<file path="src/rtl/reg_ctx_sequencer_if.sv">
// Memory-side request/acknowledge bus used by the register-context sequencer.
interface reg_ctx_sequencer_if #(
  parameter int ADDR_W = 16
);
  logic              mem_req;
  logic              mem_we;
  logic [ADDR_W-1:0] mem_addr;
  logic [7:0]        mem_wdata;
  logic [7:0]        mem_rdata;
  logic              mem_ack;

  modport master (
    output mem_req, mem_we, mem_addr, mem_wdata,
    input  mem_rdata, mem_ack
  );

  modport slave (
    input  mem_req, mem_we, mem_addr, mem_wdata,
    output mem_rdata, mem_ack
  );
endinterface

</file>
<file path="src/rtl/reg_ctx_sequencer.sv">
// Saves r0..rNREGS-1 to a memory frame or restores them from it, stalling the
// core while the transfer runs. One register per acked cycle on save, two on restore.
module reg_ctx_sequencer #(
  parameter int NREGS  = 16,
  parameter int ADDR_W = 16
) (
  input  logic                 clk,
  input  logic                 reset,
  input  logic                 save_start,
  input  logic                 restore_start,
  input  logic [ADDR_W-1:0]    base_addr,
  output logic                 busy,
  output logic                 stall,
  output logic                 done,
  output logic [3:0]           rf_a_select,
  output logic [3:0]           rf_b_select,
  output logic                 rf_write_en,
  output logic [7:0]           rf_din,
  output logic                 rf_move,
  output logic                 rf_add,
  input  logic [7:0]           rf_outB,
  reg_ctx_sequencer_if.master  mem
);

  typedef enum logic [2:0] {
    IDLE,
    SAVE,
    RESTORE,
    RWRITE,
    DONE
  } state_e;

  localparam logic [3:0] LAST_IDX = 4'(NREGS - 1);

  state_e            state_q, state_d;
  logic [3:0]        idx_q,   idx_d;
  logic [ADDR_W-1:0] base_q,  base_d;
  logic [7:0]        din_q,   din_d;
  logic [ADDR_W-1:0] frame_addr;

  // Address arithmetic wraps naturally at 2^ADDR_W.
  assign frame_addr = base_q + ADDR_W'(idx_q);

  // NOTE: sequential state uses non-blocking assignments so every register
  // samples the pre-edge value of every other register.
  always_ff @(posedge clk or posedge reset) begin
    if (reset) begin
      state_q <= IDLE;
      idx_q   <= '0;
      base_q  <= '0;
      din_q   <= '0;
    end else begin
      state_q <= state_d;
      idx_q   <= idx_d;
      base_q  <= base_d;
      din_q   <= din_d;
    end
  end

  // NOTE: every signal written here gets a default first, so no path can
  // leave one unassigned and infer a latch.
  always_comb begin
    state_d        = state_q;
    idx_d          = idx_q;
    base_d         = base_q;
    din_d          = din_q;
    busy           = 1'b0;
    done           = 1'b0;
    rf_a_select    = '0;
    rf_b_select    = '0;
    rf_write_en    = 1'b0;
    mem.mem_req    = 1'b0;
    mem.mem_we     = 1'b0;
    mem.mem_addr   = '0;
    mem.mem_wdata  = '0;

    unique case (state_q)
      IDLE: begin
        if (save_start) begin
          idx_d   = '0;
          base_d  = base_addr;
          state_d = SAVE;
        end else if (restore_start) begin
          idx_d   = '0;
          base_d  = base_addr;
          state_d = RESTORE;
        end
      end

      SAVE: begin
        busy          = 1'b1;
        mem.mem_req   = 1'b1;
        mem.mem_we    = 1'b1;
        mem.mem_addr  = frame_addr;
        rf_b_select   = idx_q;
        mem.mem_wdata = rf_outB;
        if (mem.mem_ack) begin
          if (idx_q == LAST_IDX) state_d = DONE;
          else                   idx_d   = idx_q + 4'd1;
        end
      end

      RESTORE: begin
        busy         = 1'b1;
        mem.mem_req  = 1'b1;
        mem.mem_addr = frame_addr;
        if (mem.mem_ack) begin
          din_d   = mem.mem_rdata;
          state_d = RWRITE;
        end
      end

      // The captured byte is written while the bus is released, so a restore
      // costs at least two cycles per register.
      RWRITE: begin
        busy        = 1'b1;
        rf_write_en = 1'b1;
        rf_a_select = idx_q;
        if (idx_q == LAST_IDX) begin
          state_d = DONE;
        end else begin
          idx_d   = idx_q + 4'd1;
          state_d = RESTORE;
        end
      end

      DONE: begin
        busy    = 1'b1;
        done    = 1'b1;
        state_d = IDLE;
      end

      default: state_d = IDLE;
    endcase
  end

  assign stall   = busy;
  assign rf_din  = din_q;
  assign rf_move = 1'b0;
  assign rf_add  = 1'b0;

endmodule

</file>
<file path="src/flat_wrapper.sv">
// flat-port wrapper written by rule: the top's interface ports become plain ports
module reg_ctx_sequencer_flat 
#(
  parameter int NREGS  = 16,
  parameter int ADDR_W = 16
)
  (clk, reset, save_start, restore_start, base_addr, busy, stall, done, rf_a_select, rf_b_select, rf_write_en, rf_din, rf_move, rf_add, rf_outB, mem_mem_req, mem_mem_we, mem_mem_addr, mem_mem_wdata, mem_mem_rdata, mem_mem_ack);
  reg_ctx_sequencer_if #(.ADDR_W(ADDR_W)) mem_i ();
  input  logic clk;
  input  logic reset;
  input  logic save_start;
  input  logic restore_start;
  input  logic [ADDR_W-1:0] base_addr;
  output logic busy;
  output logic stall;
  output logic done;
  output logic [3:0] rf_a_select;
  output logic [3:0] rf_b_select;
  output logic rf_write_en;
  output logic [7:0] rf_din;
  output logic rf_move;
  output logic rf_add;
  input  logic [7:0] rf_outB;
  output wire logic [$bits(mem_i.mem_req)-1:0] mem_mem_req;
  output wire logic [$bits(mem_i.mem_we)-1:0] mem_mem_we;
  output wire logic [$bits(mem_i.mem_addr)-1:0] mem_mem_addr;
  output wire logic [$bits(mem_i.mem_wdata)-1:0] mem_mem_wdata;
  input wire logic [$bits(mem_i.mem_rdata)-1:0] mem_mem_rdata;
  input wire logic [$bits(mem_i.mem_ack)-1:0] mem_mem_ack;
  assign mem_mem_req = mem_i.mem_req;
  assign mem_mem_we = mem_i.mem_we;
  assign mem_mem_addr = mem_i.mem_addr;
  assign mem_mem_wdata = mem_i.mem_wdata;
  assign mem_i.mem_rdata = mem_mem_rdata;
  assign mem_i.mem_ack = mem_mem_ack;
  reg_ctx_sequencer #(.NREGS(NREGS), .ADDR_W(ADDR_W)) u_core (.clk(clk), .reset(reset), .save_start(save_start), .restore_start(restore_start), .base_addr(base_addr), .busy(busy), .stall(stall), .done(done), .rf_a_select(rf_a_select), .rf_b_select(rf_b_select), .rf_write_en(rf_write_en), .rf_din(rf_din), .rf_move(rf_move), .rf_add(rf_add), .rf_outB(rf_outB), .mem(mem_i));
endmodule
</file>
<file path="config.mk">
export PLATFORM = sky130hd
export DESIGN_NAME = reg_ctx_sequencer_flat
export DESIGN_NICKNAME = d
export VERILOG_FILES = /design/src/rtl/reg_ctx_sequencer_if.sv /design/src/rtl/reg_ctx_sequencer.sv /design/src/flat_wrapper.sv
export SDC_FILE = /design/constraint.sdc
export NUM_CORES = 1
export LEC_CHECK = 0
export CELL_PAD_IN_SITES_DETAIL_PLACEMENT = 0
export CELL_PAD_IN_SITES_GLOBAL_PLACEMENT = 2
export CORE_ASPECT_RATIO = 0.7
export CORE_MARGIN = 1.5
export CORE_UTILIZATION = 36
export DETAILED_ROUTE_END_ITERATION = 6
export DONT_BUFFER_PORTS = 1
export PLACE_DENSITY_LB_ADDON = 0.1
export SYNTH_ARGS = -nofsm -noshare
export SYNTH_HDL_FRONTEND = slang
export SYNTH_SLANG_ARGS = --single-unit
</file>
<file path="constraint.sdc">
create_clock -name clk -period 2.4 [get_ports clk]
set_input_delay 0.24 -clock clk [delete_from_list [all_inputs] [get_ports clk]]
set_output_delay 0.24 -clock clk [all_outputs]
set_load 0.05 [all_outputs]
</file>
Word-level counts from Yosys, hierarchy flattened:

Cells that the tools add are included.

* register bits after elaboration: 31

* equality and inequality tests: 9
* add/sub/neg operators: 2
* reductions and logical operators: 9
* mux-type cells: 23

Operators with widths (number)
* $mux W16: 3
* $mux W4: 6
* $mux W3: 6
* $add A16 B4 Y16: 1
* $pmux W3 S4: 1
* $pmux W4 S3: 1
* $mux W8: 1
* $eq A3 B2 Y1 const B: 2
* $mux W1: 5
* $add A4 B1 Y4 const B: 1
* $eq A4 B4 Y1 const B: 1
* $ne A2 B2 Y1 const B: 2
* $reduce_and A2 Y1: 2
* $reduce_and A4 Y1: 1
* $reduce_or A4 Y1: 1
* $eq A3 B1 Y1 const B: 1
* $eq A3 B3 Y1 const B: 1
* $logic_not A3 Y1: 1
* $ne A3 B3 Y1 const B: 1
* $reduce_and A3 Y1: 1
* $reduce_bool A3 Y1: 1
* $ne A2 B1 Y1 const B: 1
* $reduce_bool A2 Y1: 1
* $reduce_or A2 Y1: 1

Longest topological paths before layout:

* word-level depth: 4
* mapped depth: 7
* gate-level depth less buffers: 7

Least setup slack after synthesis:

No wires, ideal clock.

* path type: register to output
* start point: reg u_core.idx_q[0]
* end point: out mem_mem_addr[4]
* data required time: 2160 ps
* stages on the path, launching flop included: 8
* setup slack: -476 ps
* arrival time: 2636 ps
* cell sequence: dfrtp_1 > ha_1 > inv_1 > fa_1 > nor2b_1 > o21ai_1 > and3_1 > nor3_1

* longest elaborated chain between the ends: 2

Ends and longest elaborated chain
* start: declaration: RTL line reg_ctx_sequencer.sv:36 `logic [3:0] idx_q, idx_d;`
* start signal: assignment: RTL line reg_ctx_sequencer.sv:54 `idx_q <= idx_d;`
* $add A16 B4 Y16: RTL line reg_ctx_sequencer.sv:42 `assign frame_addr = base_q + ADDR_W'(idx_q);`
* $mux W16: RTL line reg_ctx_sequencer.sv:77 `unique case (state_q)`
* end: declaration: RTL line flat_wrapper.sv:26 `output wire logic [$bits(mem_i.mem_addr)-1:0] mem_mem_addr;`

No other way between the ends.

Worst setup path after layout:

* start point: reg u_core.base_q[0]
* end point: out mem_mem_addr[8]

* longest elaborated chain between the ends: 2

Ends and longest elaborated chain
* start: declaration: RTL line reg_ctx_sequencer.sv:37 `logic [ADDR_W-1:0] base_q, base_d;`
* start signal: assignment: RTL line reg_ctx_sequencer.sv:55 `base_q <= base_d;`
* $add A16 B4 Y16: RTL line reg_ctx_sequencer.sv:42
* $mux W16: RTL line reg_ctx_sequencer.sv:77

No other way between the ends.

==> reports/summary.txt <==
Number of flops mapped to enable cells by yosys - 0
Post-route ant nets - 0
First-pass GRT wire length - 8610 µm
Reg clk slew, reported paths - 0.07 ns
Top Family by Delay on Critical Path - compound AO/OA/AOI/OAI gates
Clock H-tree levels - 2
Cells after synthesis - 206
Synth Flop Type - dfrtp_1
Critical path class - reg2out
Slowest cell on crit path - a2111o_1
I/O pin total - 85
Netlist cell types - 43
Arrival @ worst endpoint - 2.17 ns
Die Ht - 65.0 µm
Sw frac - 49.5%
DP Wirelength - 4000 µm
Final nets - 291
Largest net degree at the start of global routing - 18
PD cells - 1290 nW/µm²
Top post-synthesis cells by count - dfrtp_1 (31), mux2_2 (24), nand2_1 (16)
Mapped Area - 1970 µm²
Dominant cell type by area after synthesis - dfrtp_1
R2r setup slk - 0.53 ns
First-pass iteration count of the detailed router - 4
Worst slew pin tran - 0.621 ns
Pre-CTS WS - 0.0114 ns
Skew final - 0.00268 ns
TritonCTS clock tree - yes
Vias after detailed routing - 1,727
Cell mode on critical path - o21ai_4
Routed WL - 5380 µm
Maxcap violations - 0
Hold WS - 0.103 ns
Fin util - 54.5%
Clock root cell - clkbuf_8
Max FO, Critical Path - 6
Synth Warn # - 0
Die Area - 5940 µm²
Worst Hold Class - in2reg
Slew Limit Fails - 0
Fin cells - 321
Total CTS buffers - 5
Post-synthesis sequential area ratio - 39.3%
Global Route Usage Sum - 18.8%
Crit path time final - 2.41 ns
DR WL/cell - 16.8 µm
Cell count after placement - 306
Final hold vios - 0
Post-synth top area share - 39.3%
Input/output buffers - 0
Seq pwr share - 29.8%
Total congestion overflow - 0
Leak - 1.19 nW
FF-to-FF End - u_core.base_q[6]
Final worst path period share - 101%
Clk sinks - 31
Required time of the critical path - 2.16 ns
Violated checks - setup timing
RSZ-0062 raised after global routing - true
Crit Reg-Reg Startpoint - u_core.state_q[1]
Layout cells sized above 1 - 43.4%
Cell with the most instances after synthesis - dfrtp_1
Critical Path Start Type - register
Switch Pwr - 1.83 mW
Syn Area/Cell - 9.58 µm²
Internal - 1.87 mW
DRC errors left - 0
Drt via density - 5.38
Clock buffer depth - 2
VDD IR-drop max - 0.636 mV
Vias in the first global route - 1,774
Crit. End Element - output port
Clk Latency, worst-skew pair - 0.28 ns
Top post-synthesis cells by area - dfrtp_1 (39%), mux2_2 (14%), and2_1 (4.1%)
Reg2reg path depth - 6
Comb power frac - 53.7%
Initial Utilization - 37.6%
Hold depth - 1
Core ar. - 5260 µm²
Status - finished with violations
Relative slew slack - 58.4%
GPL Wtd Cong - 0.826
CP cell instances - ha_2, inv_2, fa_2, nor2b_4, o21ai_4, buf_6, a2111o_1, o21ai_4
Initial antenna violation count - 0
Clock share of power - 16.5%
Setup slack after layout - -0.0140 ns
Total power - 3.71 mW
Worst Hold End - u_core.base_q[13]
Post-synth ARST share - 100%
N_diodes - 0
Slowest stage delay, CP - 0.40 ns
Area Overhead vs Synth - 45.2%
Setup violators final - 3
Initial drt markers - 94
Die X - 91.5 µm
Fmax - 0.414 GHz
Critical path buffers and inverters - 2
Number of synthesized register bits - 31
Site row count - 22
Worst hold start - base_addr[13]
-- layout make-up --
class,count,area (µm²)
fillers,489,2390
inverters,9,37.5
clock buffers,6,72.6
repair buffers,47,544
flip-flops and latches,31,776
well taps,72,90.1
multi-input cells,154,1290
clock inverters,2,60.1
-- how the worst max path moves through the flow --
stage | slack (ns) | from | depth (start not counted) | to
2_1_floorplan | -0.06 | u_core.idx_q[0] | 7 | mem_mem_addr[4]
3_3_place_gp | 0.08 | u_core.base_q[0] | 8 | mem_mem_addr[6]
3_5_place_dp | 0.01 | u_core.base_q[0] | 8 | mem_mem_addr[8]
4_1_cts | -0.04 | u_core.base_q[0] | 8 | mem_mem_addr[14]
5_1_grt | -0.11 | u_core.base_q[0] | 8 | mem_mem_addr[8]
6_report | -0.01 | u_core.base_q[0] | 8 | mem_mem_addr[8]
-- state kept, by name, summed over array words and instances (netlist names) --
signal / cells
u_core.base_q: 16
u_core.rf_din: 8
u_core.idx_q: 4
u_core.state_q: 3
-- timing repair --
action	CTS	global route
hold endpoints to repair	16	0
buffers inserted	5	1
hold buffers	1	0
setup endpoints to repair	12	14
pin swaps	8	5
resized for setup	22	8
-- power by group through the flow --
stage,Clock (mW),Combinational (mW),Sequential (mW)
2_1_floorplan,0,1.33,1.06
3_3_place_gp,0,1.75,1.08
3_5_place_dp,0,1.78,1.09
4_1_cts,0.622,1.93,1.09
5_1_grt,0.650,2.13,1.13
6_report,0.613,1.99,1.10
-- per-layer routing --
layer / part of all wire (%) / global-route usage [%] / up-vias
li1: - / - / 809
met2: 46 / 31.3 / 73
met1: 44 / 22.8 / 838
met5: 0 / 0 / -
met4: 0.86 / 4.69 / 0
met3: 8.8 / 7.28 / 7
-- logic make-up (layout without fill, tap and decap cells) --
logic type / Yosys count / in the layout / share of synthesized area, %
flops: 31 / 31 / 39.3
mux: 27 / 27 / 15.2
fa+ha+maj: 6 / 6 / 4.18
simple gates: 77 / 77 / 21.6
other cells: 1 / 2 / 0.190
compound gates: 40 / 40 / 12.9
buf+inv: 22 / 64 / 5.77
xor+xnor: 2 / 2 / 0.887
-- per-stage QoR --
step,TNS (ns),cell area [µm²]
finish,-0.0248,2870
global route,-0.795,2870
CTS,-0.0729,2820
global placement,0,2520
detailed placement,0,2520
floorplan,-0.108,2040
-- layout by cell type (no fill, tap or decap), drive strengths merged, types with 2 or more instances in the layout --
master	Yosys	routed
xnor2	2	2
nor3	9	9
nand2	16	16
nand4	2	2
or4b	2	2
o21a	2	2
a21oi	14	14
clkbuf	5	6
conb	1	2
nand3	5	5
a2111o	3	3
ha	5	5
and4	2	2
and3	6	6
o21ai	12	12
nor2b	5	5
bufinv	0	2
buf	8	46
dfrtp	31	31
mux2	24	24
mux2i	3	3
and2	13	13
nor2	8	8
or3	6	6
a211oi	2	2
inv	8	8
No activity file was read; power rests on OpenSTA's default activity.
